--- config.mk ---
export PLATFORM = sky130hd
export DESIGN_NAME = exc_ctrl
export DESIGN_NICKNAME = d
export VERILOG_FILES = /design/src/rtl/cp0_defs.sv /design/src/rtl/int_sync.sv /design/src/rtl/exc_ctrl.sv
export SDC_FILE = /design/constraint.sdc
export NUM_CORES = 1
export LEC_CHECK = 0
export ABC_AREA = 1
export CORE_ASPECT_RATIO = 0.7
export CORE_MARGIN = 2
export CORE_UTILIZATION = 49
export DETAILED_ROUTE_END_ITERATION = 7
export GPL_TIMING_DRIVEN = 0
export PLACE_DENSITY = 0.9
export SYNTH_ARGS = -nofsm -noshare
export SYNTH_HDL_FRONTEND = slang
export SYNTH_SLANG_ARGS = --single-unit
--- constraint.sdc ---
create_clock -name clk -period 1.7 [get_ports clk]
set_input_delay 0.51 -clock clk [delete_from_list [all_inputs] [get_ports clk]]
set_output_delay 0.51 -clock clk [all_outputs]
set_load 0.01 [all_outputs]
--- src/rtl/cp0_defs.sv ---
// Shared CP0 definitions: Status/Cause bit positions, ExcCodes, sequencer state encoding
// and the latched event payload used by the exception controller.
package cp0_defs;

    localparam int unsigned IE     = 0;
    localparam int unsigned EXL    = 1;
    localparam int unsigned IM_LO  = 8;
    localparam int unsigned IM_HI  = 15;
    localparam int unsigned BD     = 31;
    localparam int unsigned IP_LO  = 8;
    localparam int unsigned IP_HI  = 15;
    localparam int unsigned EXC_LO = 2;
    localparam int unsigned EXC_HI = 6;

    localparam int unsigned XLEN       = 32;
    localparam int unsigned EXC_CODE_W = 5;

    localparam logic [EXC_CODE_W-1:0] EXC_INT  = 5'd0;
    localparam logic [EXC_CODE_W-1:0] EXC_ADEL = 5'd4;
    localparam logic [EXC_CODE_W-1:0] EXC_ADES = 5'd5;
    localparam logic [EXC_CODE_W-1:0] EXC_SYS  = 5'd8;
    localparam logic [EXC_CODE_W-1:0] EXC_BP   = 5'd9;
    localparam logic [EXC_CODE_W-1:0] EXC_RI   = 5'd10;
    localparam logic [EXC_CODE_W-1:0] EXC_OV   = 5'd12;

    typedef enum logic [1:0] {
        IDLE     = 2'd0,
        FLUSH    = 2'd1,
        COMMIT   = 2'd2,
        REDIRECT = 2'd3
    } exc_state_t;

    typedef enum logic [1:0] {
        EV_EXC  = 2'd0,
        EV_INT  = 2'd1,
        EV_ERET = 2'd2
    } ev_kind_t;

    typedef struct packed {
        ev_kind_t                kind;
        logic [EXC_CODE_W-1:0]   code;
        logic [XLEN-1:0]         pc;
        logic                    bd;
        logic [XLEN-1:0]         status;
        logic [XLEN-1:0]         cause;
        logic [XLEN-1:0]         epc;
    } exc_evt_t;

endpackage

--- src/rtl/int_sync.sv ---
// Two-flop synchroniser for asynchronous interrupt request lines.
module int_sync #(
    parameter int unsigned WIDTH = 6
) (
    input  logic             clk,
    input  logic             reset,
    input  logic [WIDTH-1:0] d,
    output logic [WIDTH-1:0] q
);

    logic [WIDTH-1:0] meta;

    always_ff @(posedge clk) begin
        if (!reset) begin
            meta <= '0;
            q    <= '0;
        end else begin
            meta <= d;
            q    <= meta;
        end
    end

endmodule

--- src/rtl/exc_ctrl.sv ---
// Exception/interrupt sequencer: accepts one event, then flushes the pipeline,
// commits Status/Cause/EPC and redirects fetch, one step per cycle.
module exc_ctrl
    import cp0_defs::*;
#(
    parameter logic [31:0] EXC_VECTOR = 32'hBFC00380,
    parameter int unsigned INT_WIDTH  = 6
) (
    input  logic                  clk,
    input  logic                  reset,
    input  logic                  pause,
    input  logic [INT_WIDTH-1:0]  int_i,
    input  logic                  exc_valid_i,
    input  logic [4:0]            exc_code_i,
    input  logic [31:0]           exc_pc_i,
    input  logic                  exc_bd_i,
    input  logic                  eret_i,
    input  logic [31:0]           cp0_status_i,
    input  logic [31:0]           cp0_cause_i,
    input  logic [31:0]           cp0_epc_i,
    output logic [31:0]           cp0_status_o,
    output logic                  cp0_status_wen_o,
    output logic [31:0]           cp0_cause_o,
    output logic                  cp0_cause_wen_o,
    output logic [31:0]           cp0_epc_o,
    output logic                  cp0_epc_wen_o,
    output logic [INT_WIDTH-1:0]  ip_o,
    output logic                  flush_o,
    output logic                  redirect_o,
    output logic [31:0]           redirect_pc_o,
    output logic                  busy_o
);

    localparam int unsigned IRQ_W = 8;

    exc_state_t state, next_state;
    exc_evt_t   lat, evt_d;

    logic              int_pend;
    logic              take;
    logic              flush_d;
    logic              commit_d;
    logic              redirect_d;
    logic [31:0]       status_d;
    logic [31:0]       cause_d;
    logic [31:0]       epc_d;
    logic              epc_wen_d;
    logic              cause_wen_d;
    logic [IRQ_W-1:0]  irq_lines;

    int_sync #(.WIDTH(INT_WIDTH)) u_int_sync (
        .clk   (clk),
        .reset (reset),
        .d     (int_i),
        .q     (ip_o)
    );

    // Hardware lines occupy IP[15:10], software lines IP[9:8].
    assign irq_lines = IRQ_W'({ip_o, cp0_cause_i[IP_LO+1:IP_LO]});
    assign int_pend  = cp0_status_i[IE] & ~cp0_status_i[EXL]
                     & (|(irq_lines & cp0_status_i[IM_HI:IM_LO]));

    // Event priority: synchronous exception, then interrupt, then ERET.
    always_comb begin
        evt_d        = '0;
        evt_d.pc     = exc_pc_i;
        evt_d.bd     = exc_bd_i;
        evt_d.status = cp0_status_i;
        evt_d.cause  = cp0_cause_i;
        evt_d.epc    = cp0_epc_i;
        evt_d.code   = exc_code_i;
        evt_d.kind   = EV_EXC;
        if (!exc_valid_i) begin
            if (int_pend) begin
                evt_d.kind = EV_INT;
                evt_d.code = EXC_INT;
            end else begin
                evt_d.kind = EV_ERET;
                evt_d.code = '0;
            end
        end
    end

    // CP0 write-back values derived from the latched event.
    always_comb begin
        status_d    = lat.status;
        cause_d     = lat.cause;
        epc_d       = lat.epc;
        epc_wen_d   = 1'b0;
        cause_wen_d = 1'b0;
        if (lat.kind == EV_ERET) begin
            status_d[EXL] = 1'b0;
        end else begin
            status_d[EXL]            = 1'b1;
            cause_d[EXC_HI:EXC_LO]   = lat.code;
            cause_wen_d              = 1'b1;
            if (!lat.status[EXL]) begin
                cause_d[BD] = lat.bd;
                epc_d       = lat.bd ? 32'(lat.pc - 32'd4) : lat.pc;
                epc_wen_d   = 1'b1;
            end
        end
    end

    always_ff @(posedge clk) begin
        if (!reset) begin
            state <= IDLE;
        end else begin
            state <= next_state;
        end
    end

    // COMMIT leaves once the registered write strobe has been issued.
    always_comb begin
        next_state = state;
        take       = 1'b0;
        flush_d    = 1'b0;
        commit_d   = 1'b0;
        redirect_d = 1'b0;
        case (state)
            IDLE: begin
                if (!pause && (exc_valid_i || int_pend || eret_i)) begin
                    take       = 1'b1;
                    flush_d    = 1'b1;
                    next_state = FLUSH;
                end
            end
            FLUSH: begin
                commit_d   = ~pause;
                next_state = COMMIT;
            end
            COMMIT: begin
                if (cp0_status_wen_o) begin
                    redirect_d = 1'b1;
                    next_state = REDIRECT;
                end else begin
                    commit_d = ~pause;
                end
            end
            REDIRECT: begin
                next_state = IDLE;
            end
            default: begin
                next_state = IDLE;
            end
        endcase
    end

    always_ff @(posedge clk) begin
        if (!reset) begin
            lat              <= '0;
            flush_o          <= 1'b0;
            redirect_o       <= 1'b0;
            redirect_pc_o    <= '0;
            busy_o           <= 1'b0;
            cp0_status_o     <= '0;
            cp0_status_wen_o <= 1'b0;
            cp0_cause_o      <= '0;
            cp0_cause_wen_o  <= 1'b0;
            cp0_epc_o        <= '0;
            cp0_epc_wen_o    <= 1'b0;
        end else begin
            flush_o          <= flush_d;
            redirect_o       <= redirect_d;
            busy_o           <= (next_state != IDLE);
            cp0_status_wen_o <= commit_d;
            cp0_cause_wen_o  <= commit_d & cause_wen_d;
            cp0_epc_wen_o    <= commit_d & epc_wen_d;
            if (take) begin
                lat <= evt_d;
            end
            if (commit_d) begin
                cp0_status_o <= status_d;
                cp0_cause_o  <= cause_d;
                if (epc_wen_d) begin
                    cp0_epc_o <= epc_d;
                end
            end
            if (redirect_d) begin
                redirect_pc_o <= (lat.kind == EV_ERET) ? lat.epc : EXC_VECTOR;
            end
        end
    end

endmodule

==> metrics.yaml <==
drv_slew: 0
hold_violations: 0
seq_area_frac_synth_pct: 51.3
worst-path-buf-inv: 6
synthTopCellsByArea: "dfxtp_1 (51%), nand3_1 (9.4%), nand2_1 (8.6%), inv_1 (7.1%), o21ai_1 (4.2%)"
ir_drop_mv: 0.848
clkLatencyLatePin_ns: 0.54
finalSetupViolations: 14
worstHoldPathType: "input pin to flop"
clock-root-buffer: "clkbuf_16"
via_per_inst: 5.33
p_leak_nw: 7.55
start_kind: "flop"
grt_max_degree: 16
synth_mux_area_share_pct: 0
end_kind: "flop"
synth_fa_ha_area_share_pct: 0.564
worst-setup-path-type: "flop to flop"
ys_warn_count: 0
final_common_cell: "dfxtp_1"
synth_edf_count: 0
wire_per_inst_um: 17.7
crit_arrival_ns: 2.20
fin_crit_ns: 1.76
min_period_over_period_pct: 104
antenna_found_initial: 1
clock_path_buffers: 3
dieHeight_um: 130
relSlewSlack_pct: 47.4
syn_nets: 1561
io-pin-count: 285
async_flop_share_pct: 0
finClkSkew_ns: 0.00833
powerDensity_nw_per_um2: 1210
cts.sinks: 284
slowest_stage: "dfxtp_4"
fin_cells: 2054
die-area_um2: 23900
final_layout_size_suffix_gt1_share_pct: 16.6
tightest_slew_ns: 0.788
place_ws_ns: -0.782
overflow: 0
synth_top_cell_by_area: "dfxtp_1"
io_buffers: 283
synth_simple_gate_area_share_pct: 23.6
max_stage_delay_ns: 0.36
finalWirelength_um: 36400
max_freq_mhz: 568
synth_top_area_share_pct: 51.3
grt_pass1_vias: 10500
setup_slack_ns: -0.0603
drv_cap: 0
cpLargestDelayFamily: "buffers and inverters"
h-tree-depth: 1
cts_buffers: 27
drt-initial-drc-count: 994
drc: 0
most-common-layout-cells: "dfxtp_1 (269), nand2_1 (245), inv_1 (206), nand3_1 (188), clkdlybuf4s50_1 (133)"
clk_pin_slew_ns: 0.07
synth_top_family_by_area: "simple AND/OR/NAND/NOR gates"
vias: 11000
gp_congestion: 0.902
grt_usage_pct: 29.4
cp.required_ns: 2.14
synth_seq_cells: 284
synth-main-ff-cell: "dfxtp_1"
grt_pass1_wl_um: 55200
cts_hold_buf: 0
syn_area_per_cell_um2: 7.86
area_growth_pct: 44.7
start_util_pct: 50.5
rsz0062_at_grt: "true"
ant_nets: 0
cts_tree: "done"
row_count: 45
hpwl_um: 25700
synthXorXnorAreaFrac_pct: 0.790
core-area_um2: 22000
die_w_um: 184
netlist_area_um2: 11100
diodes: 0
crit_top_cell: "buf_6"
nets: 1902
synthCells: 1411
violations: "negative setup slack"
yosysUniqueCellTypes: 41
path_cells: "inv_6 -> ha_4 -> inv_2 -> o21bai_4 -> nand3_4 -> buf_6 -> buf_6 -> nor2_4 -> buf_6 -> nand3_2 -> nand2_1 -> inv_1"
first_pass_iters: 5
path_max_fanout: 5
synth_compound_area_share_pct: 12.3
status: "complete, but fails checks"
dp.cells: 1976
synthesized netlist by cell type (4+ instances only):
master	number
inv_1	209
nor2_1	70
nand4_1	11
buf_1	13
nor2_2	4
nand3_2	15
xor2_1	8
nor3_1	4
inv_2	5
buf_6	8
buf_2	31
o21ai_1	93
a21oi_1	32
dfxtp_1	284
o221ai_1	12
nand2_1	253
buf_4	7
clkbuf_1	26
nand3_1	208
o21ai_2	30
ha_1	5
a31oi_1	10
o21ai_0	49
worst paths after layout:
path,endpoint,slack (ns),cells after the start,startpoint
min reg2reg,u_int_sync.q[0],0.42,2,u_int_sync.meta[0]
max,cp0_epc_o[27],-0.06,12,state[0]
max reg2reg,cp0_epc_o[27],-0.06,12,state[0]
min,lat[78],0.26,3,cp0_status_i[14]
logic make-up after synthesis:
family,after synthesis
xor gates and xnor gates,10
AOI/OAI and AO/OA,234
buffers and inverters,301
and+or+nand+nor,577
DFF,284
adders and majority gates,5
sequential cells by signal, summed over array words and instances, names as in the netlist, 2 cells and up:
signal,flops
cp0_cause_o,32
redirect_pc_o,32
cause_d,26
cp0_epc_o,32
state,2
cp0_status_o,32
u_int_sync.meta,6
lat,110
u_int_sync.q,6
through the flow:
step	setup TNS (ns)	utilization [%]	total power, mW	area, um^2	hold WS (ns)
after global placement	-142.40	65.0	11.9	14300	0.392
after floorplan	0	-	10.3	11100	0.390
final	-0.317	73.1	19.5	16000	0.262
after global routing	-3.34	73.1	20.3	16000	0.274
after detailed placement	-154.00	65.0	12.1	14300	0.400
after CTS	-0.00887	70.8	18.9	15600	0.374
timing repair:
item,in CTS,in global routing
endpoints found under the hold margin,0,0
setup buffers,15,6
setup endpoints to repair,376,294
cloned,5,4
pin swaps,6,16
resized for setup,274,214
metal layers:
metal	wire length, um	global-route usage (%)
met5	16	0
met4	1330	11.2
met3	3200	5.97
met2	16400	48.4
met1	15500	38.5
worst min-delay path, cell delays in order:
cell	delay, ns
dlymetal6s2s_1	0.14
inv_1	0.05
o21ai_1	0.05
where the power goes:
| part | internal, mW | switching, mW |
|---|---|---|
| clock | 3.92 | 2.64 |
| combinational | 2.17 | 2.67 |
| sequential | 7.47 | 0.616 |
| total | 13.6 | 5.93 |
cell type report:
| type | instances | area [um^2] |
|---|---|---|
| fill | 1649 | 5910 |
| sequential | 284 | 5710 |
| multi-input combinational | 827 | 4460 |
| timing repair buffer | 312 | 3000 |
| inverter | 215 | 817 |
| buffer | 85 | 748 |
| clock buffer | 33 | 718 |
| tap | 282 | 353 |
| clock inverter | 16 | 241 |
Note: power is estimated with default switching activity, not from simulation.
